===== src/rtl/hazard3_instr_align_buf_pkg.sv =====
// Shared types and width helpers for the fetch-to-decode instruction aligner.
package hazard3_instr_align_buf_pkg;

    typedef struct packed {
        logic        err;
        logic [15:0] dat;
    } hw_t;

    // What a jump_now cycle does, given the hold and lock state
    typedef enum logic [1:0] {
        JA_NONE     = 2'd0,
        JA_REDIRECT = 2'd1,
        JA_CAPTURE  = 2'd2,
        JA_RETARGET = 2'd3
    } jump_act_e;

    function automatic int hw_per_fetch(input int fetch_w);
        return fetch_w / 16;
    endfunction

    function automatic int level_w(input int depth_hw);
        return $clog2(depth_hw + 1);
    endfunction

endpackage


===== src/rtl/hazard3_hw_fifo.sv =====
// Halfword shift-down queue: up to N_PUSH halfwords appended and 0..2 removed from the head per cycle.
// Entries 0/1 and the level are registered; the caller must not push beyond DEPTH.
module hazard3_hw_fifo
    import hazard3_instr_align_buf_pkg::*;
#(
    parameter  int DEPTH  = 6,
    parameter  int N_PUSH = 2,
    localparam int LW     = level_w(DEPTH),
    localparam int CW     = $clog2(N_PUSH + 1)
) (
    input  logic              clk,
    input  logic              rst_n,
    input  logic              flush_i,
    input  logic [CW-1:0]     push_cnt_i,
    input  hw_t [N_PUSH-1:0]  push_dat_i,
    input  logic [1:0]        pop_cnt_i,
    output hw_t               head0_o,
    output hw_t               head1_o,
    output logic [LW-1:0]     level_o
);

    hw_t [DEPTH-1:0] mem_q, mem_d;
    logic [LW-1:0]   level_q, level_d, base;

    always_comb begin
        mem_d = mem_q >> ($bits(hw_t) * pop_cnt_i);
        base  = level_q - LW'(pop_cnt_i);
        // New halfwords land directly after whatever survives this cycle's pop
        for (int i = 0; i < DEPTH; i++) begin
            for (int j = 0; j < N_PUSH; j++) begin
                if (CW'(j) < push_cnt_i && LW'(i) == base + LW'(j)) begin
                    mem_d[i] = push_dat_i[j];
                end
            end
        end
        level_d = flush_i ? '0 : base + LW'(push_cnt_i);
    end

    always_ff @(posedge clk or negedge rst_n) begin
        if (!rst_n) begin
            mem_q   <= '0;
            level_q <= '0;
        end else begin
            mem_q   <= mem_d;
            level_q <= level_d;
        end
    end

    assign head0_o = mem_q[0];
    assign head1_o = mem_q[1];
    assign level_o = level_q;

endmodule


===== src/rtl/hazard3_instr_align_buf.sv =====
// Fetch-to-decode aligner: buffers halfwords, presents the next 16/32-bit instruction with its PC,
// flushes on jumps and can hold a locked jump instruction across the flush.
module hazard3_instr_align_buf
    import hazard3_instr_align_buf_pkg::*;
#(
    parameter int                W_ADDR       = 32,
    parameter int                FETCH_W      = 32,
    parameter int                DEPTH_HW     = 6,
    parameter logic [W_ADDR-1:0] RESET_VECTOR = '0,
    parameter int                EXTENSION_C  = 1
) (
    input  logic                          clk,
    input  logic                          rst_n,
    input  logic [FETCH_W-1:0]            f_data,
    input  logic                          f_data_vld,
    input  logic                          f_data_err,
    output logic                          f_data_rdy,
    input  logic                          jump_now,
    input  logic [W_ADDR-1:0]             jump_target,
    output logic [31:0]                   d_instr,
    output logic                          d_instr_vld,
    output logic                          d_instr_is_32b,
    output logic                          d_instr_err,
    output logic [W_ADDR-1:0]             d_pc,
    input  logic                          d_use,
    input  logic                          d_lock,
    output logic [$clog2(DEPTH_HW+1)-1:0] buf_level
);

    localparam int HPF = hw_per_fetch(FETCH_W);
    localparam int LW  = level_w(DEPTH_HW);
    localparam int DCW = $clog2(HPF);
    localparam int CW  = $clog2(HPF + 1);
    localparam logic [W_ADDR-1:0] PC_MASK = ~W_ADDR'(EXTENSION_C == 0 ? 3 : 1);
    localparam logic [W_ADDR-1:0] RV_AL   = RESET_VECTOR & PC_MASK;

    hw_t [HPF-1:0]     fetch_hw, push_dat;
    logic [CW-1:0]     push_cnt;
    logic [1:0]        pop_cnt;
    logic              push_fire;
    hw_t               head0, head1;
    logic [LW-1:0]     level;
    logic [W_ADDR-1:0] tgt;
    jump_act_e         act;
    logic              buf_is32, buf_vld, buf_err;
    logic [31:0]       buf_instr;

    logic [W_ADDR-1:0] pc_q, pc_d, pend_pc_q, pend_pc_d;
    logic [DCW-1:0]    discard_q, discard_d;
    logic              hold_q, hold_d, hold_err_q, hold_err_d;
    logic [31:0]       hold_instr_q, hold_instr_d;

    assign f_data_rdy = level <= LW'(DEPTH_HW - HPF);
    assign buf_level  = level;

    // Leading halfwords below the target address are skipped on the first word after a redirect
    always_comb begin
        fetch_hw = '0;
        for (int j = 0; j < HPF; j++) begin
            fetch_hw[j].err = f_data_err;
            fetch_hw[j].dat = f_data[16*j +: 16];
        end
        push_dat  = fetch_hw >> ($bits(hw_t) * discard_q);
        push_fire = f_data_vld && f_data_rdy && !jump_now;
        push_cnt  = push_fire ? CW'(HPF) - CW'(discard_q) : '0;
    end

    always_comb begin
        buf_is32  = (EXTENSION_C == 0) || (head0.dat[1:0] == 2'b11);
        buf_vld   = (level >= LW'(2)) || (level != '0 && !buf_is32);
        buf_instr = buf_is32 ? {head1.dat, head0.dat} : {16'h0, head0.dat};
        buf_err   = (level != '0 && head0.err) || (buf_is32 && level >= LW'(2) && head1.err);
    end

    assign d_instr        = hold_q ? hold_instr_q : buf_instr;
    assign d_instr_vld    = hold_q || buf_vld;
    assign d_instr_is_32b = hold_q ? ((EXTENSION_C == 0) || hold_instr_q[1:0] == 2'b11) : buf_is32;
    assign d_instr_err    = hold_q ? hold_err_q : buf_err;
    assign d_pc           = pc_q;

    always_comb begin
        tgt = jump_target & PC_MASK;
        act = JA_NONE;
        if (jump_now) begin
            if (hold_q)
                act = d_lock ? JA_RETARGET : JA_REDIRECT;
            else
                act = (d_lock && buf_vld) ? JA_CAPTURE : JA_REDIRECT;
        end
        pop_cnt = 2'd0;
        if (!jump_now && !hold_q && d_use && buf_vld)
            pop_cnt = buf_is32 ? 2'd2 : 2'd1;

        pc_d         = pc_q;
        pend_pc_d    = pend_pc_q;
        discard_d    = push_fire ? '0 : discard_q;
        hold_d       = hold_q;
        hold_instr_d = hold_instr_q;
        hold_err_d   = hold_err_q;
        case (act)
            JA_REDIRECT: begin
                pc_d      = tgt;
                hold_d    = 1'b0;
                discard_d = tgt[DCW:1];
            end
            JA_CAPTURE: begin
                hold_d       = 1'b1;
                hold_instr_d = buf_instr;
                hold_err_d   = buf_err;
                pend_pc_d    = tgt;
                discard_d    = tgt[DCW:1];
            end
            JA_RETARGET: begin
                pend_pc_d = tgt;
                discard_d = tgt[DCW:1];
            end
            default: begin
                if (hold_q && !d_lock) begin
                    hold_d = 1'b0;
                    pc_d   = pend_pc_q;
                end else begin
                    pc_d = pc_q + W_ADDR'({pop_cnt, 1'b0});
                end
            end
        endcase
    end

    always_ff @(posedge clk or negedge rst_n) begin
        if (!rst_n) begin
            pc_q         <= RV_AL;
            pend_pc_q    <= RV_AL;
            discard_q    <= RV_AL[DCW:1];
            hold_q       <= 1'b0;
            hold_instr_q <= '0;
            hold_err_q   <= 1'b0;
        end else begin
            pc_q         <= pc_d;
            pend_pc_q    <= pend_pc_d;
            discard_q    <= discard_d;
            hold_q       <= hold_d;
            hold_instr_q <= hold_instr_d;
            hold_err_q   <= hold_err_d;
        end
    end

    hazard3_hw_fifo #(
        .DEPTH  (DEPTH_HW),
        .N_PUSH (HPF)
    ) u_fifo (
        .clk        (clk),
        .rst_n      (rst_n),
        .flush_i    (jump_now),
        .push_cnt_i (push_cnt),
        .push_dat_i (push_dat),
        .pop_cnt_i  (pop_cnt),
        .head0_o    (head0),
        .head1_o    (head1),
        .level_o    (level)
    );

endmodule


===== config.mk =====
export PLATFORM = sky130hd
export DESIGN_NAME = hazard3_instr_align_buf
export DESIGN_NICKNAME = d
export VERILOG_FILES = /design/src/rtl/hazard3_instr_align_buf_pkg.sv /design/src/rtl/hazard3_hw_fifo.sv /design/src/rtl/hazard3_instr_align_buf.sv
export SDC_FILE = /design/constraint.sdc
export NUM_CORES = 1
export LEC_CHECK = 0
export CORE_AREA = 2 2 153 155
export CTS_CLUSTER_SIZE = 28
export DETAILED_ROUTE_END_ITERATION = 8
export DIE_AREA = 0 0 155 157
export GPL_ROUTABILITY_DRIVEN = 0
export MAX_ROUTING_LAYER = met4
export PLACE_DENSITY = 0.78
export SLEW_MARGIN = 20
export SYNTH_ARGS = -nofsm -noshare
export SYNTH_HDL_FRONTEND = slang
export SYNTH_SLANG_ARGS = --single-unit

===== constraint.sdc =====
create_clock -name clk -period 5.1 [get_ports clk]
set_input_delay 1.02 -clock clk [delete_from_list [all_inputs] [get_ports clk]]
set_output_delay 1.02 -clock clk [all_outputs]
set_load 0.02 [all_outputs]

==> results of run 1 <==
power by group:
part	switching, mW	total [mW]	internal, mW
clock network	0.654	1.63	0.973
registers	0.703	3.03	2.33
logic	2.03	3.76	1.73
total	3.39	8.42	5.03
synth_stat cells (4+ instances only):
cell type,instances
o211ai_1,6
clkbuf_1,56
ha_1,5
buf_2,41
nor3_1,9
nor4_1,4
xor2_1,13
a211oi_1,28
dfrtp_1,202
a32oi_1,15
a211oi_2,5
a31oi_1,18
a22o_1,16
o211a_1,4
mux2_2,46
nand3_1,42
o32ai_1,4
a221o_1,43
o21ai_0,80
and3_1,36
a21oi_1,30
a311oi_1,14
nand2_1,243
o221ai_1,6
o221ai_2,9
inv_1,18
a21o_1,5
buf_1,19
buf_4,10
xnor2_1,9
buf_6,6
and2_1,8
mux2i_1,39
nor2_1,90
nor2b_1,8
a22oi_1,50
a221oi_1,16
nand4_1,17
layer usage:
metal  global-route usage [%]  vias up  wire length [microns]  share of wire, %
met5                        -        -                      0                 0
met4                    8.113        0                    682               1.9
met3                    4.653       59                   3816                11
met2                    44.08      642                  15960                44
met1                    44.44     5410                  15610                43
li1                         -     5113                      -                 -
final timing paths:
| kind | start | slack [ns] | end |
|---|---|---|---|
| max | d_use | 0.72 | u_fifo.mem_q[52]$_DFF_PN0_ |
| min | pend_pc_q[18]$_DFFE_PN0N_ | 0.47 | pend_pc_q[18]$_DFFE_PN0N_ |
| max reg2reg | u_fifo.level_o[2]$_DFF_PN0_ | 0.82 | u_fifo.mem_q[52]$_DFF_PN0_ |
| min reg2reg | pend_pc_q[18]$_DFFE_PN0N_ | 0.47 | pend_pc_q[18]$_DFFE_PN0N_ |
| max in group asynchronous | rst_n | 3.36 | hold_instr_q[2]$_DFFE_PN0P_ |
| min in group asynchronous | rst_n | 0.64 | pend_pc_q[19]$_DFFE_PN0N_ |
critical path, stage by stage:
cell	delay, ns
clkdlybuf4s50_1	0.48
nor3b_4	0.32
buf_4	0.20
and2_1	0.14
inv_1	0.13
fa_1	0.52
xor2_1	0.21
ha_1	0.43
nand4b_1	0.24
nand2_1	0.11
nor2_1	0.63
a22o_1	0.26
a221o_1	0.14
per-stage QoR:
step	hold WS, ns	cell area (sq um)
after CTS	0.4757	14380
after detailed placement	0.4624	13660
after floorplan	0.4407	12240
after global routing	0.5021	14410
final	0.4744	14410
after global placement	0.4542	13660
cells by family (layout without fill, tap and decap cells):
group,Yosys count,after routing,synth area share (%)
AOI/OAI and AO/OA,389,389,24.51
DFF,202,202,41.31
muxes,86,86,7.547
xor gates and xnor gates,22,22,1.575
other,1,1,0.03065
and+or+nand+nor,490,490,18.46
adders and majority gates,7,7,0.8385
buffers and inverters,151,225,5.726
layout make-up:
class / count / area (sq um)
timing repair buffer: 171 / 1675
sequential: 202 / 5057
inverter: 19 / 71.32
tap: 285 / 356.6
clock buffer: 30 / 641.9
multi-input combinational: 995 / 6530
clock inverter: 5 / 75.07
fill: 1799 / 8095
sequential cells by signal (all words and copies together), names as in the netlist:
signal,count
u_fifo.mem_q,68
hold_instr_q,32
d_pc,31
pend_pc_q,31
u_fifo.head0_o,17
u_fifo.head1_o,17
u_fifo.level_o,3
discard_q,1
hold_err_q,1
hold_q,1
==> metrics.txt, run 1 <==
status finished, final reports clean; critical path launch point type input pin; layout cells sized above 1 between 10 and 15%; final wirelength 36.06 mm; Area contributors post-synth dfrtp_1 41%, nand2_1 7.5%, mux2_2 4.2%, a221o_1 3.5%, o21ai_0 3.3%; pwr/cell area between 500 and 600 nW/um^2; number of global-route vias before repair about 11000; worst-skew pair later-pin latency between 0.5 and 0.6 ns; Final Max Slew Viols 0; Primary FF master, synth dfrtp_1; #FFs+latches synth 202; Max FO, Critical Path 12; worst hold path class reg2reg; Die W roughly 160 microns; Design Power between 8 and 9 mW; commonest non-fill, non-tap cell in the layout nand2_1; Worst VDD drop between 200 and 250 uV; pre-CTS setup slack ~0.26 ns; Worst EP required around 5.6 ns; Worst slew margin roughly 36%; Inst Count DP roughly 1700; Clock Skews between 0.01 and 0.015 ns; Syn Nets 1426; Fin. Hold Viols 0; H-Tree Depth 1; Worst setup EP type flop; Final period util between 80% and 90%; register area share after synthesis between 40% and 50%; Worst Hold Depth 2; clock buffer depth 3; Final WS setup between 0.7 and 0.8 ns; pin count of the biggest net entering global routing roughly 110; first-pass GRT wire length ~58 mm; endpoints failing setup 0; port bufs between 100 and 150; grt ovf 0; minimum clock period 4.380 ns; drt wl/cell 21.13 microns; fmax between 0.2 and 0.25 GHz; CTS buffer count 23; Ant. Diodes 0; First-pass DRT Iterations 7; Sink Count around 200; most frequent cells in the layout 242 x nand2_1, 200 x dfrtp_1, 137 x clkdlybuf4s50_1, 89 x nor2_1, 80 x o21ai_0; CP Class in2reg; hold_buf cts 0; Area Overhead vs Synth 17.75%; EDFF count, synth 0; residual antenna-violating net count after detailed routing 0; Util after Layout around 64%; post-cts sizing count 0; Final #Nets ~1500; Global Route Usage Sum a little under a third; Row Count 55; total I/O pin count between 100 and 150; vias per cell about 6.6; Least-Margin Pin Slew approximately 0.95 ns; R2R depth 13; Starting Density approximately 54%; Syn Area/Cell 9.077 sq um; max_cap viols 0; Post-route DRC 0; CTS tree built; final setup TNS 0 ns; hpwl dp approximately 24 mm; RSZ-0062 raised after global routing no; antenna violations before repair 0; Post-CTS Setup Repair Bufs 0; area leader, netlist dfrtp_1; ys async rst share between 90% and 100%; core area approximately 23000 sq um; Synth Instances 1348; total number of yosys warnings 0; leakage between 6 and 7 nW; Synth top area share between 40 and 50%; die height about 160 microns; Die ar. between 20000 and 25000 sq um; Synth Cell Area between 10000 and 15000 sq um; CTS root buf clkbuf_16; non-filler cells, final between 1500 and 2000; Initial DRC Count around 1300; via count approximately 11000; Worst EP arrival 4.83 ns; Worst-path clk slew 0.06 ns; synth unique cells just under 90
No activity file was read; power rests on OpenSTA's default activity.
==> inputs of run 2 (changes only) <==
RECOVER_POWER = 50   (was not set)
==> run 2 against run 1 <==
Compared with the run above:
- worst hold slack worse by 0.0013 ns
- highest routed layer unchanged
- clock power about the same
- routed wire length about the same
- the flow now finishes with violations (capacitance limit, slew limit)
- maximum frequency down 0.57%
- power down 0.49%
- sequential power about the same
- first-iteration DRC count up 8.0%
- final area down 0.50%
==> metrics.txt, run 2 (synthesized netlist as in run 1, its figures left out) <==
residual antenna-violating net count after detailed routing 0 (unchanged); number of global-route vias before repair 10520 (unchanged); Worst EP arrival 4.85 ns (+0.02 ns); Post-CTS Setup Repair Bufs 0 (unchanged); port bufs 139 (unchanged); hold slack 0.4731 ns (-0.001321 ns); Design Power 8.380 mW (-0.49%); status complete, but fails checks; layout cells sized above 1 10.55% (-0.35 points); Sink Count 202 (unchanged); failing checks capacitance limit, slew limit; worst-skew pair later-pin latency 0.51 ns (about the same); die height 157 microns (unchanged); first-pass GRT wire length 58.13 mm (unchanged); placed cell area 13660 sq um (unchanged); Final Max Slew Viols 147 (+147); RSZ-0062 raised after global routing no; hold_buf cts 0 (unchanged); Initial DRC Count 1432 (+8.0%); Final period util 86.38% (+0.49 points); Final #Nets 1490 (unchanged); Die ar. 24340 sq um (unchanged); Util after Layout 63.70% (-0.32 points); pin count of the biggest net entering global routing 114 (unchanged); H-Tree Depth 1 (unchanged); Worst setup EP type flop; drt wl/cell 21.11 microns (about the same); CTS tree built; Worst VDD drop 237.2 uV (+1.4%); Area Overhead vs Synth 17.16%; total I/O pin count 142 (unchanged); Max FO, Critical Path 12 (unchanged); Top Registers u_fifo.mem_q (68), hold_instr_q (32); most frequent cells in the layout 242 x nand2_1, 200 x dfrtp_1, 126 x clkdlybuf4s50_1, 90 x nor2_1, 81 x o21ai_0; Fin. Hold Viols 0 (unchanged); R2R depth 13 (unchanged); via count 11250 (+0.20%); Ant. Diodes 0 (unchanged); worst hold path class reg2reg; First-pass DRT Iterations 6 (-1); grt ovf 0 (unchanged); final instance area 14340 sq um (-0.50%); Least-Margin Pin Slew 2.915 ns (+1.963 ns); fmax 0.2270 GHz (-0.57%); max_cap viols 3 (+3); Worst EP required 5.55 ns (about the same); CTS buffer count 23 (unchanged); core area 22500 sq um (unchanged); clock buffer depth 3 (unchanged); minimum clock period 4.405 ns (+0.02501 ns); setup slack, reg-to-reg 0.93 ns (+0.11 ns); leakage 6.057 nW (-0.20%); vias per cell 6.588 (+0.20%); final wirelength 36.03 mm (about the same); post-cts sizing count 0 (unchanged); Critical Path End u_fifo.mem_q[52]$_DFF_PN0_; hpwl dp 23.94 mm (unchanged); reg2reg start u_fifo.level_o[2]$_DFF_PN0_; Crit. Startpoint d_use; FF-to-FF End u_fifo.mem_q[52]$_DFF_PN0_; endpoints failing setup 0 (unchanged); Global Route Usage Sum 30.34% (unchanged); pwr/cell area 584.6 nW/um^2 (about the same); Post-route DRC 0 (unchanged); max reg flops 68 (unchanged); Biggest register u_fifo.mem_q; Starting Density 54.37% (unchanged); Row Count 55 (unchanged); commonest non-fill, non-tap cell in the layout nand2_1; critical path launch point type input pin; antenna violations before repair 0 (unchanged); CTS root buf clkbuf_16; Worst-path clk slew 0.06 ns (about the same); Worst slew margin -94.31% (-130 points); CP Class in2reg; final setup TNS 0 ns (unchanged); Die W 155 microns (unchanged); Clock Skews 0.01071 ns (-0.001117 ns)
-- run 2: worst min path at each step --
stage / startpoint / endpoint / slack [ns] / cells after the start
2_1_floorplan: pend_pc_q[16]$_DFFE_PN0N_ / pend_pc_q[16]$_DFFE_PN0N_ / 0.44 / 2
3_3_place_gp: pend_pc_q[16]$_DFFE_PN0N_ / pend_pc_q[16]$_DFFE_PN0N_ / 0.45 / 2
3_5_place_dp: pend_pc_q[18]$_DFFE_PN0N_ / pend_pc_q[18]$_DFFE_PN0N_ / 0.46 / 2
4_1_cts: pend_pc_q[16]$_DFFE_PN0N_ / pend_pc_q[16]$_DFFE_PN0N_ / 0.48 / 2
5_1_grt: pend_pc_q[18]$_DFFE_PN0N_ / pend_pc_q[18]$_DFFE_PN0N_ / 0.50 / 2
6_report: pend_pc_q[16]$_DFFE_PN0N_ / pend_pc_q[16]$_DFFE_PN0N_ / 0.47 / 2
-- run 2: power breakdown --
group	leakage (nW)	internal, mW	switching (mW)
registers	2.54	2.33	0.704
logic	3.16	1.70	2.02
clock network	0.356	0.973	0.655
total	6.06	5.00	3.38
-- run 2: layout make-up --
class / instances / area (sq um)
Clock buffer: 30 / 641.9
Tap cell: 285 / 356.6
Fill cell: 1812 / 8168
Sequential cell: 202 / 5057
Timing Repair Buffer: 171 / 1630
Clock inverter: 5 / 75.07
Multi-Input combinational cell: 995 / 6502
Inverter: 19 / 71.32
-- run 2: metrics by stage --
stage / setup WS (ns) / std cells
2_1_floorplan: 0.6296 / 1348
3_3_place_gp: 0.3266 / 1671
3_5_place_dp: 0.2649 / 1671
4_1_cts: 0.7682 / 1706
5_1_grt: 0.2428 / 1707
6_report: 0.6946 / 1707
-- run 2: worst max-delay path, cell delays in order --
cell and delay [ns]:
clkdlybuf4s50_1 0.48, nor3b_4 0.32, buf_4 0.20, and2_1 0.14, inv_1 0.13, fa_1 0.52
xor2_1 0.21, ha_1 0.43, nand4b_1 0.24, nand2_1 0.12, nor2_1 0.64, a22o_1 0.26
a221o_1 0.15
-- run 2: layer usage --
layer	part of all wire (%)	vias up	GRT usage, %
li1	-	5109	-
met1	43	5459	44.44
met2	44	602	44.08
met3	10	76	4.653
met4	2.0	0	8.113
met5	0	-	-
==> inputs of run 3 (changes only) <==
MAX_ROUTING_LAYER = not set   (was met4)
==> run 3 against run 2 <==
Compared with the run above:
- the flow still finishes with violations (capacitance limit, slew limit)
- clock power is essentially flat
- clock-buffer cell count is the same
- critical endpoint unchanged
- via count shrank 0.61%
- critical path depth is the same
- routed wire length is essentially flat
- final area is the same
- maximum frequency grew 0.64%
- highest routed layer unchanged
- final cell count is the same
==> metrics.txt, run 3 (synthesized netlist as in run 1, its figures left out) <==
Top Registers u_fifo.mem_q (68), hold_instr_q (32); Least-Margin Pin Slew 2.933 ns (+0.01848 ns); first-pass GRT wire length 58.10 mm (about the same); Final Max Slew Viols 147 (unchanged); Biggest register u_fifo.mem_q; Starting Density 54.37% (unchanged); via count 11180 (-0.61%); grt ovf 0 (unchanged); Final period util 85.83% (-0.55 points); die height 157 microns (unchanged); port bufs 139 (unchanged); Worst slew margin -95.54% (-1.2 points); vias per cell 6.548 (-0.61%); Worst VDD drop 235.4 uV (-0.79%); hold_buf cts 0 (unchanged); clock buffer depth 3 (unchanged); First-pass DRT Iterations 6 (unchanged); drt wl/cell 21.09 microns (about the same); endpoints failing setup 0 (unchanged); worst hold path class reg2reg; final wirelength 36.00 mm (about the same); Ant. Diodes 0 (unchanged); total I/O pin count 142 (unchanged); max_cap viols 3 (unchanged); most frequent cells in the layout 242 x nand2_1, 200 x dfrtp_1, 126 x clkdlybuf4s50_1, 90 x nor2_1, 81 x o21ai_0; Global Route Usage Sum 29.45% (-0.90 points); Worst EP arrival 4.82 ns (-0.03 ns); failing checks capacitance limit, slew limit; Area Overhead vs Synth 17.16% (unchanged); reg2reg start u_fifo.level_o[2]$_DFF_PN0_; Max FO, Critical Path 12 (unchanged); Post-CTS Setup Repair Bufs 0 (unchanged); H-Tree Depth 1 (unchanged); commonest non-fill, non-tap cell in the layout nand2_1; RSZ-0062 raised after global routing no; Worst Hold Launch pend_pc_q[16]$_DFFE_PN0N_; Die W 155 microns (unchanged); minimum clock period 4.377 ns (-0.02809 ns); residual antenna-violating net count after detailed routing 0 (unchanged); CTS root buf clkbuf_16; layout cells sized above 1 10.55% (unchanged); hpwl dp 23.94 mm (unchanged); final setup TNS 0 ns (unchanged); fmax 0.2285 GHz (+0.64%); Row Count 55 (unchanged); worst-skew pair later-pin latency 0.52 ns (about the same); critical path launch point type input pin; number of global-route vias before repair 10510 (-0.086%); Crit. Startpoint d_use; hold slack 0.4738 ns (+0.0007430 ns); Worst setup EP type flop; post-cts sizing count 0 (unchanged); core area 22500 sq um (unchanged); leakage 6.057 nW (unchanged); Final #Nets 1490 (unchanged); pin count of the biggest net entering global routing 114 (unchanged); Clock Skews 0.01293 ns (+0.002223 ns); CTS buffer count 23 (unchanged); Worst EP required 5.55 ns (about the same); Sink Count 202 (unchanged); status complete, but fails checks; Worst-path clk slew 0.06 ns (about the same); max reg flops 68 (unchanged); antenna violations before repair 0 (unchanged); Fin. Hold Viols 0 (unchanged); Die ar. 24340 sq um (unchanged); fillcell total 1812 (unchanged); pwr/cell area 584.8 nW/um^2 (about the same); Initial DRC Count 1386 (-3.2%); Post-route DRC 0 (unchanged); CP Class in2reg; CTS tree built
[run 3: cell counts in the layout (fill, tap and decap cells not counted)]
Identical to the previous run, type by type.
[run 3: worst max-delay path, stage by stage]
cell,delay (ns)
clkdlybuf4s50_1,0.48
nor3b_4,0.31
buf_4,0.20
and2_1,0.14
inv_1,0.13
fa_1,0.52
xor2_1,0.21
ha_1,0.43
nand4b_1,0.24
nand2_1,0.11
nor2_1,0.63
a22o_1,0.26
a221o_1,0.14
[run 3: final cells by class]
class | instances | area (sq um) | area share (%)
clock inverters | 5 | 75.07 | 0.5237
clock buffers | 30 | 641.9 | 4.478
flip-flops and latches | 202 | 5057 | 35.28
multi-input cells | 995 | 6502 | 45.36
repair buffers | 171 | 1630 | 11.37
inverters | 19 | 71.32 | 0.4975
well taps | 285 | 356.6 | 2.488
[run 3: worst paths after layout]
path / endpoint / cells past startpoint / slack [ns]
max: u_fifo.mem_q[52]$_DFF_PN0_ / 13 / 0.72
min: pend_pc_q[16]$_DFFE_PN0N_ / 2 / 0.47
max reg2reg: hold_instr_q[9]$_DFFE_PN0P_ / 4 / 0.96
min reg2reg: pend_pc_q[16]$_DFFE_PN0N_ / 2 / 0.47
max in group asynchronous: hold_instr_q[16]$_DFFE_PN0P_ / 2 / 0.96
min in group asynchronous: pend_pc_q[19]$_DFFE_PN0N_ / 1 / 1.43
[run 3: per-layer routing]
metal	up-vias	part of all wire, %	GRT usage, %
met2	600	45	44.08
met3	56	10	4.708
met1	5407	43	44.35
li1	5114	-	-
met5	-	0	0
met4	0	1.8	8.113
[run 3: through the flow]
stage | power (mW) | instances | cell area (sq um) | worst slack (ns) | util (%)
after floorplan | 5.463 | 1348 | 12240 | 0.6296 | -
after global placement | 6.577 | 1671 | 13660 | 0.3266 | 60.72
after CTS | 8.364 | 1706 | 14380 | 0.7682 | 63.90
after detailed placement | 6.721 | 1671 | 13660 | 0.2649 | 60.72
after global routing | 8.880 | 1707 | 14340 | 0.2545 | 63.70
final | 8.383 | 1707 | 14340 | 0.7227 | 63.70
[run 3: power breakdown]
part           switching (mW)  leakage, nW  internal (mW)
combinational            2.02         3.16           1.70
clock                   0.657        0.356          0.973
sequential              0.705         2.54           2.33
total                    3.38         6.06           5.00
